## src/rtl/lutram_march_ctrl.sv

```systemverilog
// Purpose: March C- sequencer for one single-port distributed RAM (sync write, async read).
// Latency: 10*2**A_WIDTH busy cycles fault-free; done_o rises one cycle after busy_o falls.
// Backpressure: none; start_i is ignored while busy, a start held high in DONE restarts at once.
//
// Ports: clk_i/rst_i (sync, active-high), start_i -> busy_o/done_o/pass_o status,
//        addr_o/d_o/we_o drive the RAM, q_i is its combinational read data,
//        err_cnt_o/fail_addr_o/fail_elem_o report mismatches, elem_o shows the current element.
module lutram_march_ctrl #(
    parameter int A_WIDTH      = 7,
    parameter int ERR_W        = 8,
    parameter int STOP_ON_FAIL = 0
) (
    input  logic               clk_i,
    input  logic               rst_i,
    input  logic               start_i,
    output logic               busy_o,
    output logic               done_o,
    output logic               pass_o,
    output logic [A_WIDTH-1:0] addr_o,
    output logic               d_o,
    output logic               we_o,
    input  logic               q_i,
    output logic [ERR_W-1:0]   err_cnt_o,
    output logic [A_WIDTH-1:0] fail_addr_o,
    output logic [2:0]         fail_elem_o,
    output logic [2:0]         elem_o
);

    typedef enum logic [2:0] {
        IDLE,
        WRITE,
        READ,
        RMW_WRITE,
        FINAL_READ,
        DONE
    } state_t;

    localparam logic [A_WIDTH-1:0] ADDR_MAX = '1;
    localparam logic [ERR_W-1:0]   ERR_MAX  = '1;

    state_t state;

    logic exp_q;
    logic descending;
    logic mismatch;
    logic last_addr;

    // Elements 2 and 4 read back ones; 1, 3 and 5 read back zeros.
    assign exp_q      = (elem_o == 3'd2) || (elem_o == 3'd4);
    assign descending = (elem_o == 3'd3) || (elem_o == 3'd4);
    assign last_addr  = descending ? (addr_o == '0) : (addr_o == ADDR_MAX);
    assign mismatch   = ((state == READ) || (state == FINAL_READ)) && (q_i != exp_q);

    always_ff @(posedge clk_i) begin
        if (rst_i) begin
            state       <= IDLE;
            busy_o      <= 1'b0;
            done_o      <= 1'b0;
            pass_o      <= 1'b0;
            we_o        <= 1'b0;
            d_o         <= 1'b0;
            addr_o      <= '0;
            err_cnt_o   <= '0;
            fail_addr_o <= '0;
            fail_elem_o <= '0;
            elem_o      <= '0;
        end else begin
            // Error bookkeeping; the counter never wraps back to zero, so a
            // zero count reliably identifies the first failure.
            if (mismatch) begin
                if (err_cnt_o != ERR_MAX) begin
                    err_cnt_o <= err_cnt_o + 1'b1;
                end
                if (err_cnt_o == '0) begin
                    fail_addr_o <= addr_o;
                    fail_elem_o <= elem_o;
                end
            end

            case (state)
                IDLE, DONE: begin
                    if (state == DONE) begin
                        done_o <= 1'b1;
                        pass_o <= (err_cnt_o == '0);
                    end
                    // Placed last so a restart overrides the DONE status update.
                    if (start_i) begin
                        err_cnt_o   <= '0;
                        fail_addr_o <= '0;
                        fail_elem_o <= '0;
                        done_o      <= 1'b0;
                        pass_o      <= 1'b0;
                        state       <= WRITE;
                        addr_o      <= '0;
                        we_o        <= 1'b1;
                        d_o         <= 1'b0;
                        busy_o      <= 1'b1;
                        elem_o      <= 3'd0;
                    end
                end

                WRITE: begin
                    if (addr_o == ADDR_MAX) begin
                        state  <= READ;
                        elem_o <= 3'd1;
                        addr_o <= '0;
                        we_o   <= 1'b0;
                    end else begin
                        addr_o <= addr_o + 1'b1;
                    end
                end

                READ: begin
                    if ((STOP_ON_FAIL != 0) && mismatch) begin
                        state  <= DONE;
                        busy_o <= 1'b0;
                        we_o   <= 1'b0;
                    end else begin
                        state <= RMW_WRITE;
                        we_o  <= 1'b1;
                        d_o   <= ~exp_q;
                    end
                end

                RMW_WRITE: begin
                    we_o  <= 1'b0;
                    state <= READ;
                    if (last_addr) begin
                        case (elem_o)
                            3'd1: begin
                                elem_o <= 3'd2;
                                addr_o <= '0;
                            end
                            3'd2: begin
                                elem_o <= 3'd3;
                                addr_o <= ADDR_MAX;
                            end
                            3'd3: begin
                                elem_o <= 3'd4;
                                addr_o <= ADDR_MAX;
                            end
                            default: begin
                                elem_o <= 3'd5;
                                addr_o <= '0;
                                state  <= FINAL_READ;
                            end
                        endcase
                    end else if (descending) begin
                        addr_o <= addr_o - 1'b1;
                    end else begin
                        addr_o <= addr_o + 1'b1;
                    end
                end

                FINAL_READ: begin
                    if (((STOP_ON_FAIL != 0) && mismatch) || (addr_o == ADDR_MAX)) begin
                        state  <= DONE;
                        busy_o <= 1'b0;
                        we_o   <= 1'b0;
                    end else begin
                        addr_o <= addr_o + 1'b1;
                    end
                end

                default: begin
                    state  <= IDLE;
                    busy_o <= 1'b0;
                    we_o   <= 1'b0;
                end
            endcase
        end
    end

endmodule

```

## config.mk

```make
export PLATFORM = sky130hd
export DESIGN_NAME = lutram_march_ctrl
export DESIGN_NICKNAME = d
export VERILOG_FILES = /design/src/rtl/lutram_march_ctrl.sv
export SDC_FILE = /design/constraint.sdc
export NUM_CORES = 1
export LEC_CHECK = 0
export ABC_CLOCK_PERIOD_IN_PS = 4600
export CELL_PAD_IN_SITES_DETAIL_PLACEMENT = 0
export CELL_PAD_IN_SITES_GLOBAL_PLACEMENT = 1
export CORE_MARGIN = 10
export CORE_UTILIZATION = 30
export CTS_CLUSTER_SIZE = 12
export DETAILED_ROUTE_END_ITERATION = 8
export PLACE_DENSITY = 0.75
export SLEW_MARGIN = 15
export SYNTH_ARGS = -nofsm -noshare
export SYNTH_HDL_FRONTEND = slang
export SYNTH_SLANG_ARGS = --single-unit
```

## constraint.sdc

```tcl
create_clock -name clk_i -period 4.6 [get_ports clk_i]
set_clock_uncertainty 0.1 [all_clocks]
set_input_delay 0.92 -clock clk_i [delete_from_list [all_inputs] [get_ports clk_i]]
set_output_delay 0.92 -clock clk_i [all_outputs]
set_load 0.01 [all_outputs]
```

## Yosys cells after proc, flatten, opt, wreduce, memory -nomap -nowiden

Index checks and enable logic that the tools add are counted.
W data, S select, Z words.

| word-level totals | value |
|---|---|
| ROM bits | 0 |
| flip-flop bits (word level) | 36 |
| memories | 0 |
| logic and storage cells | 98 |
| input port bits | 4 |
| bits in latches | 0 |
| memory bits (writable) | 0 |

| cells by class | value |
|---|---|
| multipliers | 0 |
| divide/modulo/power cells | 0 |
| equality and inequality tests | 18 |
| bitwise gates (word level) | 2 |
| magnitude comparators | 0 |
| muxes and demuxes | 41 |
| reductions and logical operators | 23 |
| shifts and indexed selects | 0 |
| $add $sub $neg | 3 |

Operators with widths:

| cell | number |
|---|---|
| $mux W7 | 10 |
| $mux W3 | 12 |
| $mux W8 | 4 |
| $pmux W7 S4 | 1 |
| $pmux W3 S3 | 2 |
| $pmux W3 S5 | 1 |
| $eq A3 B2 Y1 const B | 4 |
| $eq A3 B3 Y1 const B | 3 |
| $reduce_and A3 Y1 | 3 |
| $add A8 B1 Y8 const B | 1 |
| $logic_not A8 Y1 | 1 |
| $mux W1 | 8 |
| $ne A2 B2 Y1 const B | 4 |
| $ne A8 B8 Y1 const B | 1 |
| $add A7 B1 Y7 const B | 1 |
| $eq A7 B7 Y1 const B | 1 |
| $logic_not A7 Y1 | 1 |
| $sub A7 B1 Y7 const B | 1 |
| $eq A3 B1 Y1 const B | 2 |
| $pmux W1 S3 | 2 |
| $reduce_and A2 Y1 | 3 |
| $reduce_or A2 Y1 | 3 |
| $reduce_or A3 Y1 | 2 |
| $ne A2 B1 Y1 const B | 2 |
| other kinds (10) | 14 |

## Logic depth before layout (Yosys ltp)

Gate-level depths: netlist of run 1.

| depth | value |
|---|---|
| depth after elaboration | 7 |
| depth in mapped cells | 8 |

## Worst setup path after synthesis of run 1

OpenSTA, ideal clock, no wires.

| path | value |
|---|---|
| path kind | in2reg |
| start point | input start_i |
| end point | register err_cnt_o[2] |
| library setup time | 101 ps |
| path buffers | 2 |
| data arrival time | 2045 ps |
| setup slack | 2354 ps |
| cell stages on the path | 7 |
| cells stage by stage | clkbuf_1 nand2b_1 nor3_1 nor2_1 buf_2 o211ai_1 o41ai_1 |

| between the ends | value |
|---|---|
| longest elaborated chain between the ends | 2 |

Ends and longest elaborated chain:

| what | line | source |
|---|---|---|
| start, declared | 15 | `input logic start_i,` |
| $mux W8 | 87 | `if (start_i) begin` |
| $mux W8 | 80 | `case (state)` |
| end signal, assigned | 72 | `err_cnt_o <= err_cnt_o + 1'b1;` |
| end, declared | 23 | `output logic [ERR_W-1:0] err_cnt_o,` |

Every way passes these cells.
A chain may end at the register's enable or synchronous reset.

## Final worst setup path of run 1

| path | value |
|---|---|
| start point | register elem_o[1] |
| end point | output elem_o[1] |

RTL lines:

| what | line | source |
|---|---|---|
| start, declared | 26 | `output logic [2:0] elem_o` |
| start signal, assigned | 66 | `elem_o <= '0;` |
| start signal, assigned | 98 | `elem_o <= 3'd0;` |
| start signal, assigned | 105 | `elem_o <= 3'd1;` |

No word-level cell between the ends.

==> results of run 1 <==
stage by stage:
| stage | hold slack [ns] | power, mW | std cells | util | setup slack [ns] |
|---|---|---|---|---|---|
| 2_1_floorplan | 0.3811 | 0.3875 | 292 | - | 2.354 |
| 3_3_place_gp | 0.3430 | 0.4092 | 406 | 0.3676 | 1.684 |
| 3_5_place_dp | 0.3495 | 0.4094 | 406 | 0.3676 | 1.652 |
| 4_1_cts | 0.3592 | 0.6615 | 413 | 0.3806 | 1.894 |
| 5_1_grt | 0.3771 | 0.6851 | 413 | 0.3806 | 1.813 |
| 6_report | 0.3546 | 0.6534 | 413 | 0.3806 | 1.896 |
flip-flops by register name (all words and copies together) (netlist names):
name,flops
fail_elem_o,3
busy_o,1
done_o,1
pass_o,1
fail_addr_o,7
err_cnt_o,8
we_o,1
state,3
d_o,1
elem_o,3
addr_o,7
power breakdown:
part           total [mW]  internal (mW)  leakage, nW  switching [mW]
Combinational      0.0778         0.0323        0.582          0.0455
Clock               0.250          0.134       0.0503           0.117
Sequential          0.325          0.315        0.291         0.00963
Total               0.653          0.481        0.923           0.172
per-layer routing:
metal,vias up,GRT usage,part of all wire
li1,1150,-,-
met1,1056,0.1590,0.48
met2,78,0.1674,0.42
met3,9,0.03114,0.086
met4,0,0.04294,0.014
met5,-,0,0
final timing paths:
path,start,end
max,elem_o[1],elem_o[1]
max reg2reg,state[0],addr_o[0]
min,fail_elem_o[2],fail_elem_o[2]
min reg2reg,fail_elem_o[2],fail_elem_o[2]
logic make-up after synthesis:
| logic type | Yosys count | synth area share |
|---|---|---|
| simple gates | 105 | 0.2435 |
| fa+ha+maj | 4 | 0.02165 |
| flops | 36 | 0.3117 |
| compound gates | 97 | 0.2960 |
| mux | 7 | 0.03139 |
| buf+inv | 35 | 0.06548 |
| xor+xnor | 8 | 0.03030 |
worst reg2reg max path, stage by stage (launching register included):
cell and delay [ns]:
dfxtp_1 0.58, nor2b_1 0.86, nand2_1 0.35, or3_1 0.41, a311oi_2 0.24
layout make-up:
cell class / count / area, sq um / share of cell area
Timing Repair Buffer: 39 / 382.9 / 0.1365
Tap cell: 99 / 123.9 / 0.04416
Clock buffer: 7 / 96.34 / 0.03434
Sequential cell: 36 / 720.7 / 0.2569
Multi-Input combinational cell: 221 / 1440 / 0.5134
Inverter: 11 / 41.29 / 0.01472
cells in the final DEF (no fill, tap or decap), types with 6 or more instances in the layout:
master,n
dfxtp_1,36
clkdlybuf4s50_1,36
nand3_1,25
nand2_1,22
nor2_1,18
a21oi_1,13
o21ai_1,11
nor3_1,10
inv_1,9
a31oi_1,9
a22oi_1,8
a211oi_1,7
xnor2_1,7
clkbuf_8,7
o21ai_0,6
==> key figures, run 1 <==
CTS
  – CTS sink cnt: 36
  – CTS Hold Bufs: 0
  – H-tree depth: 2
  – Number of CTS-inserted buffers: 5
  – Cell chosen for the clock root: clkbuf_8
  – CTS max path bufs: 2
  – # Post-CTS Setup Buffers: 0
  – Clk slew on worst S/H paths: about 0.070 ns
  – Skew-Pair Late Insertion Delay: roughly 0.3 ns
  – CTS tree: yes
  – Resized cells post-CTS: 0

Detailed routing
  – Drt initial violations: about 180
  – DR pass1 iterations: 4
  – Routed wire length: 6.681 mm
  – Post-route ant nets: 0
  – Via/cell ratio: between 5 and 6
  – Routed length per instance: 16.18 um
  – Post-route DRC: 0
  – Via Count: 2293

Timing
  – Fmax: around 370 MHz
  – Slew margin rel.: 0.3273
  – Setup Viol. Count Final: 0
  – Hold Fails Final Rpt: 0
  – Period Utilization, post-route: 0.5878
  – Worst-Margin Slew: ~1.0 ns
  – Fin crit period: between 2 and 3 ns
  – RSZ-0062 raised after global routing: no
  – Post-route setup TNS: 0 ns
  – Slew Limit Fails: 0

Synthesis
  – Post-synth top area cell: dfxtp_1
  – Post-synthesis cell count: 292
  – Ranking of synthesized cells by area: dfxtp_1, nand3_1, nand2_1
  – Post-synth EDFFs: 0
  – Register area share after synthesis: 0.3117
  – Synthesized flop and latch total: 36
  – Count of different cell masters after synthesis: 60
  – Synth cell count leaders: dfxtp_1, nand3_1, nand2_1, nor2_1
  – Syn nets: 300
  – Most common cell in the synthesized netlist: dfxtp_1
  – Mean Syn Cell Area: between 7 and 8 sq um
  – Post-synth ARST share: 0
  – Mapped Area: around 0.0023 sq mm
  – Ys Warns: 0
  – Post-synth top area share: 0.3117
  – Top_reg_cell synth: dfxtp_1

Min path
  – Hold Crit Class: reg2reg
  – Hold Path Depth: 2

Floorplan
  – Area of the core: ~0.0074 sq mm
  – Initial Util: 0.3138
  – Die Span X: 107.8 um
  – # rows: 31
  – # IOs: 37
  – DIE AREA: between 0.01 and 0.015 sq mm
  – Die Ht: approximately 110 um

Setup path
  – Crit Path Max Fanout: 14
  – CP cell instances: clkdlybuf4s50_1
  – Worst path slowest cell: dfxtp_1
  – R2R depth: 4
  – Crit start category: flip-flop
  – Worst Path Arrival: between 1.5 and 2 ns
  – Crit end category: output pin
  – Crit Path Class: reg2out
  – CP peak stage delay: between 0.7 and 0.8 ns
  – Worst Path Buf+Inv: 1
  – Family with the most delay on the worst path: flip-flops
  – Stages on the worst setup path: 1
  – Critical Path RT: 3.58 ns
  – Reg2reg setup slack: 1.99 ns

Cells and area
  – Nets: 322
  – Area delta synth->final: 21.32%
  – Fillers: slightly below 800
  – Final Cell Area: 0.002805 sq mm
  – Share of cells above drive strength 1: 0.07962
  – Ant. Diodes: 0

Power
  – Pleak: between 0.9 and 1 nW
  – Peak supply drop: about 0.00012 V
  – Pwr dens: roughly 230 mW/mm^2

Global route
  – First-pass GRT wire length: between 10 and 15 mm
  – Gr ovfl total: 0
  – Initial antenna violation count: 0
  – GRT Util Overall: 0.1158
  – Largest net degree at the start of global routing: 21
  – Vias in the first global route: roughly 2200

Placement
  – Port buffer count: 36
  – DP Wirelength: ~4.8 mm
  – Placed instance area: 0.002709 sq mm
  – GPL Wtd Cong: 0.8844

Flow run
  – MaxCap Viol Count: 0

Outcome
  – Outcome: completed
Power figures use the tool's default switching activity.
==> run 2, diff against run 1 <==
--- a/config.mk
+++ b/config.mk
@@ -5,14 +5,14 @@
 export SDC_FILE = /design/constraint.sdc
 export NUM_CORES = 1
 export LEC_CHECK = 0
-export ABC_CLOCK_PERIOD_IN_PS = 4600
+export ABC_CLOCK_PERIOD_IN_PS = 2350
 export CELL_PAD_IN_SITES_DETAIL_PLACEMENT = 0
 export CELL_PAD_IN_SITES_GLOBAL_PLACEMENT = 1
 export CORE_MARGIN = 10
 export CORE_UTILIZATION = 30
 export CTS_CLUSTER_SIZE = 12
 export DETAILED_ROUTE_END_ITERATION = 8
-export PLACE_DENSITY = 0.75
+export PLACE_DENSITY = 0.78
 export SLEW_MARGIN = 15
 export SYNTH_ARGS = -nofsm -noshare
 export SYNTH_HDL_FRONTEND = slang
==> constraint.sdc (replaced) <==
create_clock -name clk_i -period 2.35 [get_ports clk_i]
set_clock_uncertainty 0.1 [all_clocks]
set_input_delay 0.47 -clock clk_i [delete_from_list [all_inputs] [get_ports clk_i]]
set_output_delay 0.47 -clock clk_i [all_outputs]
set_load 0.01 [all_outputs]
==> key figures, run 2 (synthesized netlist as in run 1, its figures left out) <==
Timing
  – Slew Limit Fails: 0 (unchanged)
  – Hold Fails Final Rpt: 0 (unchanged)
  – Post-route worst setup slack: 0.1984 ns (-1.698 ns)
  – RSZ-0062 raised after global routing: no
  – Fmax: roughly 460 MHz
  – Worst-Margin Slew: 0.6811 ns (-0.3258 ns)
  – Period Utilization, post-route: 0.9156
  – Fin crit period: 2.152 ns
  – Slew margin rel.: 0.5454 (+0.2181)
  – Setup Viol. Count Final: 0 (unchanged)

Floorplan
  – Initial Util: 0.3138 (unchanged)
  – # IOs: 37 (unchanged)
  – DIE AREA: 0.01162 sq mm (unchanged)
  – Die Ht: 107.8 um (unchanged)
  – # rows: 31 (unchanged)
  – Area of the core: 0.007370 sq mm (unchanged)
  – Die Span X: 107.8 um (unchanged)

Setup path
  – CP cell instances: buf_4 -> clkdlybuf4s50_1
  – Crit Path Class: reg2out
  – Crit end category: output pin
  – Crit start category: flip-flop
  – Critical Path RT: 1.78 ns (-1.80 ns)
  – Reg2reg setup slack: 0.24 ns (-1.75 ns)
  – Worst path slowest cell: clkdlybuf4s50_1
  – CP peak stage delay: 0.56 ns (-0.17 ns)
  – Family with the most delay on the worst path: buffers and inverters
  – Crit Path Max Fanout: 8 (-6)
  – Worst Path Arrival: 1.58 ns (-0.10 ns)
  – Worst Path Buf+Inv: 2 (+1)

CTS
  – Cell chosen for the clock root: clkbuf_8
  – Clk slew on worst S/H paths: 0.07 ns (about the same)
  – Skew-Pair Late Insertion Delay: 0.29 ns (about the same)
  – H-tree depth: 2 (unchanged)
  – CTS Hold Bufs: 0 (unchanged)
  – CTS max path bufs: 2 (unchanged)
  – Number of CTS-inserted buffers: 5 (unchanged)
  – Resized cells post-CTS: 0 (unchanged)
  – CTS sink cnt: 36 (unchanged)
  – CTS tree: yes
  – # Post-CTS Setup Buffers: 0 (unchanged)

Detailed routing
  – DR pass1 iterations: 4 (unchanged)
  – Via Count: 2370 (+3.4%)
  – Met1 WL: 3.199 mm (-0.59%)
  – Post-route ant nets: 0 (unchanged)
  – Via/cell ratio: 5.399 (-2.8%)
  – Post-route DRC: 0 (unchanged)
  – Met3 wire len: 497 um (-14%)
  – Drt initial violations: 150 (-16%)
  – Routed length per instance: 15.37 um (-5.0%)
  – WL met2: 2.999 mm (+7.3%)
  – Uppermost layer routed: met4
  – Routed wire length: 6.747 mm (+0.99%)

Outcome
  – Outcome: completed

Placement
  – Placed instance area: 0.002897 sq mm (+6.9%)
  – DP Wirelength: 5.114 mm (+6.3%)
  – Pre-CTS setup slack: -0.1428 ns (-1.794 ns)
  – Port buffer count: 36 (unchanged)
  – GPL Wtd Cong: 0.8042 (-9.1%)

Global route
  – Gr ovfl total: 0 (unchanged)
  – GRT Util Overall: 0.1172 (+0.001389)
  – Initial antenna violation count: 0 (unchanged)
  – First-pass GRT wire length: 11.20 mm (+0.62%)
  – Largest net degree at the start of global routing: 21 (unchanged)
  – Vias in the first global route: 2182 (+0.74%)

Cells and area
  – Most flops, register: err_cnt_o
  – Share of cells above drive strength 1: 0.1529 (+0.07332)
  – Area delta synth->final: 29.38%
  – Commonest non-fill, non-tap cells in the layout: dfxtp_1, clkdlybuf4s50_1, buf_4
  – Nets: 347 (+7.8%)
  – Final Cell Area: 0.002992 sq mm (+6.6%)
  – Ant. Diodes: 0 (unchanged)
  – Largest registers: err_cnt_o: 8 flops, addr_o: 7 flops, fail_addr_o: 7 flops
  – Max reg flops: 8 (unchanged)

Power
  – Peak supply drop: 0.0001946 V (+58%)
  – Pwr dens: 426.9 mW/mm^2 (+83%)
  – Total power draw: 1.277 mW (+95%)
  – Pleak: 1.055 nW (+14%)

Min path
  – Hold Crit Class: reg2reg

Flow run
  – MaxCap Viol Count: 0 (unchanged)
==> run 2: cell count changes in the layout (fill, tap and decap cells not counted), sizes merged <==
cell,before,now
buf,3,28
clkinv,0,2
clkbuf,7,6
==> run 2: area by class of cell <==
class / count / area, sq um
clock buffer: 6 / 82.58
clock inverter: 2 / 10.01
fill: 779 / 4378
inverter: 11 / 41.29
multi-input combinational: 221 / 1443
sequential: 36 / 720.7
tap: 99 / 123.9
timing repair buffer: 64 / 570.5
==> run 2: tightest hold or removal path, stage by stage, from the launching register on <==
cell	delay (ns)
dfxtp_1	0.31
nand3_1	0.06
o21ai_1	0.05
==> run 2: worst paths after layout <==
check | end | from | depth (start not counted)
max | elem_o[1] | elem_o[1] | 2
min | fail_elem_o[2] | fail_elem_o[2] | 2
max reg2reg | fail_addr_o[1] | err_cnt_o[0] | 7
min reg2reg | fail_elem_o[2] | fail_elem_o[2] | 2
==> run 2: routing by layer <==
metal	GRT usage	up-vias
li1	-	1197
met1	0.1636	1105
met2	0.1713	64
met3	0.02994	4
met4	0.03435	0
met5	0	-
==> run 2: power breakdown <==
group / switching (mW) / internal, mW
registers: 0.00543 / 0.617
logic: 0.107 / 0.0801
clock network: 0.233 / 0.234
==> run 2: per-stage QoR <==
stage	hold WS (ns)	util	std cells	setup TNS, ns
after CTS	0.3620	0.4056	439	0
after global routing	0.3871	0.4059	439	0
final	0.3568	0.4059	439	0
after global placement	0.3432	0.3930	431	-0.02928
after floorplan	0.3811	-	292	0
after detailed placement	0.3512	0.3930	431	-0.9341
